--- config.mk ---
export PLATFORM = sky130hd
export DESIGN_NAME = sweep_capture_engine_flat
export DESIGN_NICKNAME = d
export VERILOG_FILES = /design/src/rtl/sweep_capture_engine_pkg.sv /design/src/rtl/sweep_capture_engine_if.sv /design/src/rtl/sweep_capture_engine_misr.sv /design/src/rtl/sweep_capture_engine.sv /design/src/flat_wrapper.sv
export SDC_FILE = /design/constraint.sdc
export NUM_CORES = 1
export LEC_CHECK = 0
export BUFFER_PORTS_ARGS = -buffer_cell sky130_fd_sc_hd__buf_4
export CAP_MARGIN = 20
export CORE_MARGIN = 2
export CORE_UTILIZATION = 35
export CTS_CLUSTER_SIZE = 20
export DETAILED_ROUTE_END_ITERATION = 10
export HOLD_SLACK_MARGIN = 0.15
export MAX_ROUTING_LAYER = met4
export SYNTH_ARGS = -nofsm -noshare
export SYNTH_HDL_FRONTEND = slang
export SYNTH_SLANG_ARGS = --single-unit
export TNS_END_PERCENT = 10
--- constraint.sdc ---
create_clock -name CK -period 1.7 [get_ports CK]
set_clock_uncertainty 0.2 [all_clocks]
set_input_delay 0.085 -clock CK [delete_from_list [all_inputs] [get_ports CK]]
set_output_delay 0.085 -clock CK [all_outputs]
set_load 0.01 [all_outputs]
--- src/rtl/sweep_capture_engine_pkg.sv ---
// sweep_pkg: shared mode/state enums and the idx-to-pattern map for the sweep engine
package sweep_pkg;
  typedef enum logic [1:0] {UP, DOWN, GRAY} sweep_mode_e;
  typedef enum logic [1:0] {IDLE, SETTLE, EMIT, DONE} sweep_state_e;
  function automatic sweep_mode_e mode_dec(logic [1:0] m);
    return m == 2'b01 ? DOWN : m == 2'b10 ? GRAY : UP;
  endfunction
  function automatic logic [15:0] pat_map(sweep_mode_e m, logic [15:0] idx, logic [15:0] top);
    return m == DOWN ? top - idx : m == GRAY ? idx ^ (idx >> 1) : idx;
  endfunction
endpackage

--- src/rtl/sweep_capture_engine_if.sv ---
// sweep_capture_engine_if: stimulus/record/status bundle; master=engine (drives n_out, rec_*, busy, done, signature), slave=bench/sink
interface sweep_capture_engine_if #(parameter int W = 4, parameter int OW = 1, parameter int SIG_W = 16);
  logic             start;
  logic [1:0]       mode;
  logic [W-1:0]     n_out;
  logic [OW-1:0]    dut_resp;
  logic             rec_valid;
  logic             rec_ready;
  logic [W-1:0]     rec_pattern;
  logic [OW-1:0]    rec_resp;
  logic             busy;
  logic             done;
  logic [SIG_W-1:0] signature;
  modport master(input start, mode, dut_resp, rec_ready,
                 output n_out, rec_valid, rec_pattern, rec_resp, busy, done, signature);
  modport slave(output start, mode, dut_resp, rec_ready,
                input n_out, rec_valid, rec_pattern, rec_resp, busy, done, signature);
endinterface

--- src/rtl/sweep_capture_engine_misr.sv ---
// misr_compactor: SIG_W-bit MISR folding din on en; clear/reset load SEED (ports CK, reset, clear, en, din -> sig)
module misr_compactor #(
  parameter int               SIG_W = 16,
  parameter int               OW    = 1,
  parameter logic [SIG_W-1:0] POLY  = 16'h1021,
  parameter logic [SIG_W-1:0] SEED  = '0
) (
  input  logic             CK,
  input  logic             reset,
  input  logic             clear,
  input  logic             en,
  input  logic [OW-1:0]    din,
  output logic [SIG_W-1:0] sig
);
  always_ff @(posedge CK) begin
    if (reset || clear) sig <= SEED;
    else if (en) sig <= {sig[SIG_W-2:0], 1'b0} ^ (sig[SIG_W-1] ? POLY : '0) ^ SIG_W'(din);
  end
endmodule

--- src/rtl/sweep_capture_engine.sv ---
// sweep_capture_engine: sweeps all 2**W patterns, holds HOLD cycles, emits {pattern,resp} records and a MISR signature (ports CK, reset, bus master)
module sweep_capture_engine
  import sweep_pkg::*;
#(
  parameter int               W     = 4,
  parameter int               OW    = 1,
  parameter int               HOLD  = 1,
  parameter int               SIG_W = 16,
  parameter logic [SIG_W-1:0] POLY  = 16'h1021,
  parameter logic [SIG_W-1:0] SEED  = '0
) (
  input logic                    CK,
  input logic                    reset,
  sweep_capture_engine_if.master bus
);
  localparam int          HW  = HOLD > 1 ? $clog2(HOLD) : 1;
  localparam logic [15:0] TOP = 16'((32'd1 << W) - 32'd1);
  sweep_state_e     r_state, w_next;
  sweep_mode_e      r_mode;
  logic [W-1:0]     r_idx, r_nout, r_rec_pattern;
  logic [HW-1:0]    r_hold;
  logic             r_rec_valid;
  logic [OW-1:0]    r_rec_resp;
  logic [SIG_W-1:0] w_sig;
  logic             w_start, w_acc, w_last;
  assign w_start = r_state == IDLE && bus.start;
  assign w_acc   = r_state == EMIT && bus.rec_ready;
  assign w_last  = r_idx == '1;
  always_ff @(posedge CK) begin
    if (reset) r_state <= IDLE;
    else r_state <= w_next;
  end
  always_comb begin
    w_next = r_state == IDLE   ? (bus.start ? SETTLE : IDLE) :
             r_state == SETTLE ? (r_hold == '0 ? EMIT : SETTLE) :
             r_state == EMIT   ? (!bus.rec_ready ? EMIT : w_last ? DONE : SETTLE) :
             IDLE;
  end
  always_comb begin
    bus.busy = r_state == SETTLE || r_state == EMIT;
    bus.done = r_state == DONE;
  end
  always_ff @(posedge CK) begin
    if (reset) begin
      r_mode        <= UP;
      r_idx         <= '0;
      r_nout        <= '0;
      r_hold        <= '0;
      r_rec_valid   <= 1'b0;
      r_rec_pattern <= '0;
      r_rec_resp    <= '0;
    end else begin
      if (w_start) begin
        r_mode <= mode_dec(bus.mode);
        r_idx  <= '0;
        r_nout <= W'(pat_map(mode_dec(bus.mode), 16'd0, TOP));
        r_hold <= HW'(HOLD - 1);
      end
      if (r_state == SETTLE) begin
        if (r_hold == '0) begin
          r_rec_valid   <= 1'b1;
          r_rec_pattern <= r_nout;
          r_rec_resp    <= bus.dut_resp;
        end else r_hold <= r_hold - 1'b1;
      end
      if (w_acc) begin
        r_rec_valid <= 1'b0;
        if (!w_last) begin
          r_idx  <= r_idx + 1'b1;
          r_nout <= W'(pat_map(r_mode, 16'(r_idx) + 16'd1, TOP));
          r_hold <= HW'(HOLD - 1);
        end
      end
    end
  end
  misr_compactor #(.SIG_W(SIG_W), .OW(OW), .POLY(POLY), .SEED(SEED)) u_misr (
    .CK(CK), .reset(reset), .clear(w_start), .en(w_acc), .din(r_rec_resp), .sig(w_sig)
  );
  assign bus.n_out       = r_nout;
  assign bus.rec_valid   = r_rec_valid;
  assign bus.rec_pattern = r_rec_pattern;
  assign bus.rec_resp    = r_rec_resp;
  assign bus.signature   = w_sig;
endmodule

--- src/flat_wrapper.sv ---
// flat-port wrapper written by rule: the top's interface ports become plain ports
module sweep_capture_engine_flat import sweep_pkg::*;
#(
  parameter int               W     = 4,
  parameter int               OW    = 1,
  parameter int               HOLD  = 1,
  parameter int               SIG_W = 16,
  parameter logic [SIG_W-1:0] POLY  = 16'h1021,
  parameter logic [SIG_W-1:0] SEED  = '0
)
  (CK, reset, bus_start, bus_mode, bus_dut_resp, bus_rec_ready, bus_n_out, bus_rec_valid, bus_rec_pattern, bus_rec_resp, bus_busy, bus_done, bus_signature);
  sweep_capture_engine_if #(.W(W), .OW(OW), .SIG_W(SIG_W)) bus_i ();
  input logic CK;
  input logic reset;
  input wire logic [$bits(bus_i.start)-1:0] bus_start;
  input wire logic [$bits(bus_i.mode)-1:0] bus_mode;
  input wire logic [$bits(bus_i.dut_resp)-1:0] bus_dut_resp;
  input wire logic [$bits(bus_i.rec_ready)-1:0] bus_rec_ready;
  output wire logic [$bits(bus_i.n_out)-1:0] bus_n_out;
  output wire logic [$bits(bus_i.rec_valid)-1:0] bus_rec_valid;
  output wire logic [$bits(bus_i.rec_pattern)-1:0] bus_rec_pattern;
  output wire logic [$bits(bus_i.rec_resp)-1:0] bus_rec_resp;
  output wire logic [$bits(bus_i.busy)-1:0] bus_busy;
  output wire logic [$bits(bus_i.done)-1:0] bus_done;
  output wire logic [$bits(bus_i.signature)-1:0] bus_signature;
  assign bus_i.start = bus_start;
  assign bus_i.mode = bus_mode;
  assign bus_i.dut_resp = bus_dut_resp;
  assign bus_i.rec_ready = bus_rec_ready;
  assign bus_n_out = bus_i.n_out;
  assign bus_rec_valid = bus_i.rec_valid;
  assign bus_rec_pattern = bus_i.rec_pattern;
  assign bus_rec_resp = bus_i.rec_resp;
  assign bus_busy = bus_i.busy;
  assign bus_done = bus_i.done;
  assign bus_signature = bus_i.signature;
  sweep_capture_engine #(.W(W), .OW(OW), .HOLD(HOLD), .SIG_W(SIG_W), .POLY(POLY), .SEED(SEED)) u_core (.CK(CK), .reset(reset), .bus(bus_i));
endmodule
==> reports/results.tsv <==
stage	metric	value	unit
status	status	finished clean	
timing	timing.slew.headroom	80.96	%
placed_design	dp_hpwl	2.386	mm
final_layout	num-nets-final	229	
timing	timing.fmax	619.2	MHz
setup_path	r2r_slack	0.09	ns
global_route	first_global_vias	1231	
final_layout	drive_above_1_share	30.41	%
clocking	clock-root-buffer	clkbuf_8	
die	dieHeight	69.83	um
pwr	vdd_drop_max	0.0004162	V
placed_design	gp_congestion	0.8292	
die	io_pins	35	
setup_path	cp_max_fo	5	
setup_path	cp-end-kind	register	
hold_path	worstHoldPathType	reg2reg	
clocking	numCtsBuffers	5	
yosys	synth_mux_area_share	4.620	%
die	placementRows	23	
clocking	clkTransAtPathRegs	0.07	ns
yosys	synthArstFlopShare	0	%
clocking	insertion_delay	0.29	ns
yosys	synth_fa_ha_area_share	4.125	%
routing	vias	1308	
run	maxCapViolations	0	
die	start_util	37.11	%
yosys	yosys.area_share.xor_xnor	5.116	%
yosys	synth-compound-area-share	15.92	%
timing	hold_viol_final	0	
global_route	grt_max_degree	22	
setup_path	cp.arrival	1.62	ns
pwr	switchingPower	366.2	uW
yosys	synth_flop_cell	dfxtp_1	
routing	firstDrtPassIters	4	
clocking	cts_tree	done	
pwr	combPwrFrac	9.2	%
timing	setup_viol	0	
pwr	p_per_area	771.9	nW/um^2
setup_path	critical_path_class	reg2reg	
yosys	synth_warnings	0	
die	die_area	4876	um^2
routing	drt_wl_total	3.473	mm
clocking	cts.sinks	35	
yosys	synth_nets	184	
pwr	p_seq_share	53.2	%
routing	drt_iter0_markers	72	
timing	fin_crit	1.615	ns
yosys	synth_top_area_share	46.20	%
global_route	antenna_found_initial	0	
die	core	4086	um^2
setup_path	cp-start-kind	register	
yosys	yosysSeqAreaShare	46.20	%
yosys	synth_top_family_by_area	simple AND/OR/NAND/NOR gates	
pwr	p_clk_share	37.6	%
yosys	yosys.area_share.simple	19.72	%
placed_design	dp_cells	254	
yosys	synth_edf_count	0	
clocking	htree_levels	2	
global_route	grt_use_total	15.33	%
final_layout	fin_cells	267	
pwr	swShare	23.02	%
final_layout	antenna_cells	0	
yosys	synth.most_common_cell	dfxtp_1	
global_route	overflow	0	
yosys	synthTopCellsByCount	35 x dfxtp_1, 34 x nand2_1, 20 x a21oi_1	
timing	period_share	95.00	%
setup_path	worstPathRequired	1.71	ns
yosys	netlist_area	1516	um^2
yosys	ys_seq_elements	35	
routing	drc	0	
die	die_x	69.83	um
timing	rsz0062_at_grt	yes	
routing	antenna_left	0	
yosys	netlist_instances	172	
final_layout	fin_util	50.43	%
global_route	grt_pass1_wl	5.740	mm
timing	drv_slew	0	
timing	holdWs	0.2699	ns
pwr	p_int	1225	uW
yosys	yosys-top-cells-area	dfxtp_1 46%, nand2_1 8.4%, a21oi_1 6.6%	
clocking	cts_buffer_depth	2	
yosys	synth_top_cell_by_area	dfxtp_1	
final_layout	fillers	393	
routing	avgRoutedWirePerCell	13.01	um
routing	viasPerCell	4.899	
pwr	power.leakage	0.0008007	uW
timing	worst_slew_pin_slew	0.2857	ns
placed_design	io_buffers	34	
yosys	postSynthAreaPerCell	8.817	um^2
yosys	synth_cell_types	33	
final_layout	syn2layout_area_growth	35.89	%
==> per-layer routing <==
layer,vias up,wire [um],track usage [%]
li1,671,-,-
met5,-,0,-
met1,607,1637,18.36
met4,0,65,7.051
met2,23,1637,23.81
met3,7,132,4.360
==> repair_timing <==
item	CTS	global route
hold buffers	6	0
endpoints found under the setup margin	4	7
pin swaps	0	2
resized for setup	4	6
hold endpoints to repair	32	0
setup buffers	0	0
==> layout by cell type, fill, tap and decap left out, drive strengths merged <==
cell         instances
buf                 43
dfxtp               35
nand2               34
a21oi               20
nor2                12
a211oi              10
mux2i                7
xnor2                7
clkbuf               6
dlygate4sd3          6
ha                   5
nand3                4
inv                  3
nand2b               3
nor3b                3
o21ai                2
nor3                 2
and2                 2
xor2                 1
and3b                1
and3                 1
a21o                 1
a311oi               1
nor2b                1
a21bo                1
and4                 1
a2bb2oi              1
a31oi                1
o211ai               1
o31ai                1
clkinv               1
==> kinds of logic after synthesis <==
kind of cell | Yosys count
buf+inv | 14
simple gates | 64
xor+xnor | 8
compound gates | 39
mux | 7
flops | 35
fa+ha+maj | 5
==> worst paths after layout <==
| kind | to | start | depth (start not counted) |
|---|---|---|---|
| worst max-delay path | u_core.bus.n_out[1] | u_core.r_state[1] | 7 |
| worst min-delay path | u_core.u_misr.sig[7] | u_core.u_misr.sig[6] | 2 |
| worst max register to register | u_core.bus.n_out[1] | u_core.r_state[1] | 7 |
| worst min register to register | u_core.u_misr.sig[7] | u_core.u_misr.sig[6] | 2 |
==> through the flow <==
step	TNS [ns]	setup slack (ns)	instance area (um^2)	power (uW)
finish	0	0.08506	2061	1591
CTS	0	0.02045	2044	1615
floorplan	0	0.01890	1538	938.9
global route	-0.05445	-0.02070	2061	1666
detailed placement	-0.1891	-0.09327	1882	995.5
global placement	0	0.01213	1882	992.7
==> critical path, stage by stage (launching register included) <==
cell      delay (ns)
dfxtp_1         0.34
inv_1           0.09
ha_2            0.19
nand2_2         0.09
nor3b_2         0.19
buf_4           0.17
a211oi_2        0.06
a211oi_2        0.20
==> cell type report <==
class	instances	area, um^2	area share, %
well taps	50	62.56	3.036
flip-flops and latches	35	703.2	34.12
clock inverters	1	5.005	0.2429
clock buffers	6	82.58	4.007
multi-input cells	123	793.3	38.49
repair buffers	49	402.9	19.55
inverters	3	11.26	0.5464
==> flip-flops by register name, indices dropped and copies added (netlist names), 2 cells and up <==
| name | flops |
|---|---|
| u_core.bus.n_out | 4 |
| u_core.r_idx | 4 |
| u_core.bus.rec_pattern | 4 |
| u_core.r_mode | 2 |
| u_core.u_misr.sig | 16 |
| u_core.r_state | 2 |
==> power by group through the flow <==
stage	Clock [uW]	Combinational (uW)	Sequential, uW
final	598	146	846
after global placement	0	128	864
after CTS	625	144	846
after global routing	660	158	847
after floorplan	0	73.9	865
after detailed placement	0	131	865
No activity file was read; power rests on OpenSTA's default activity.
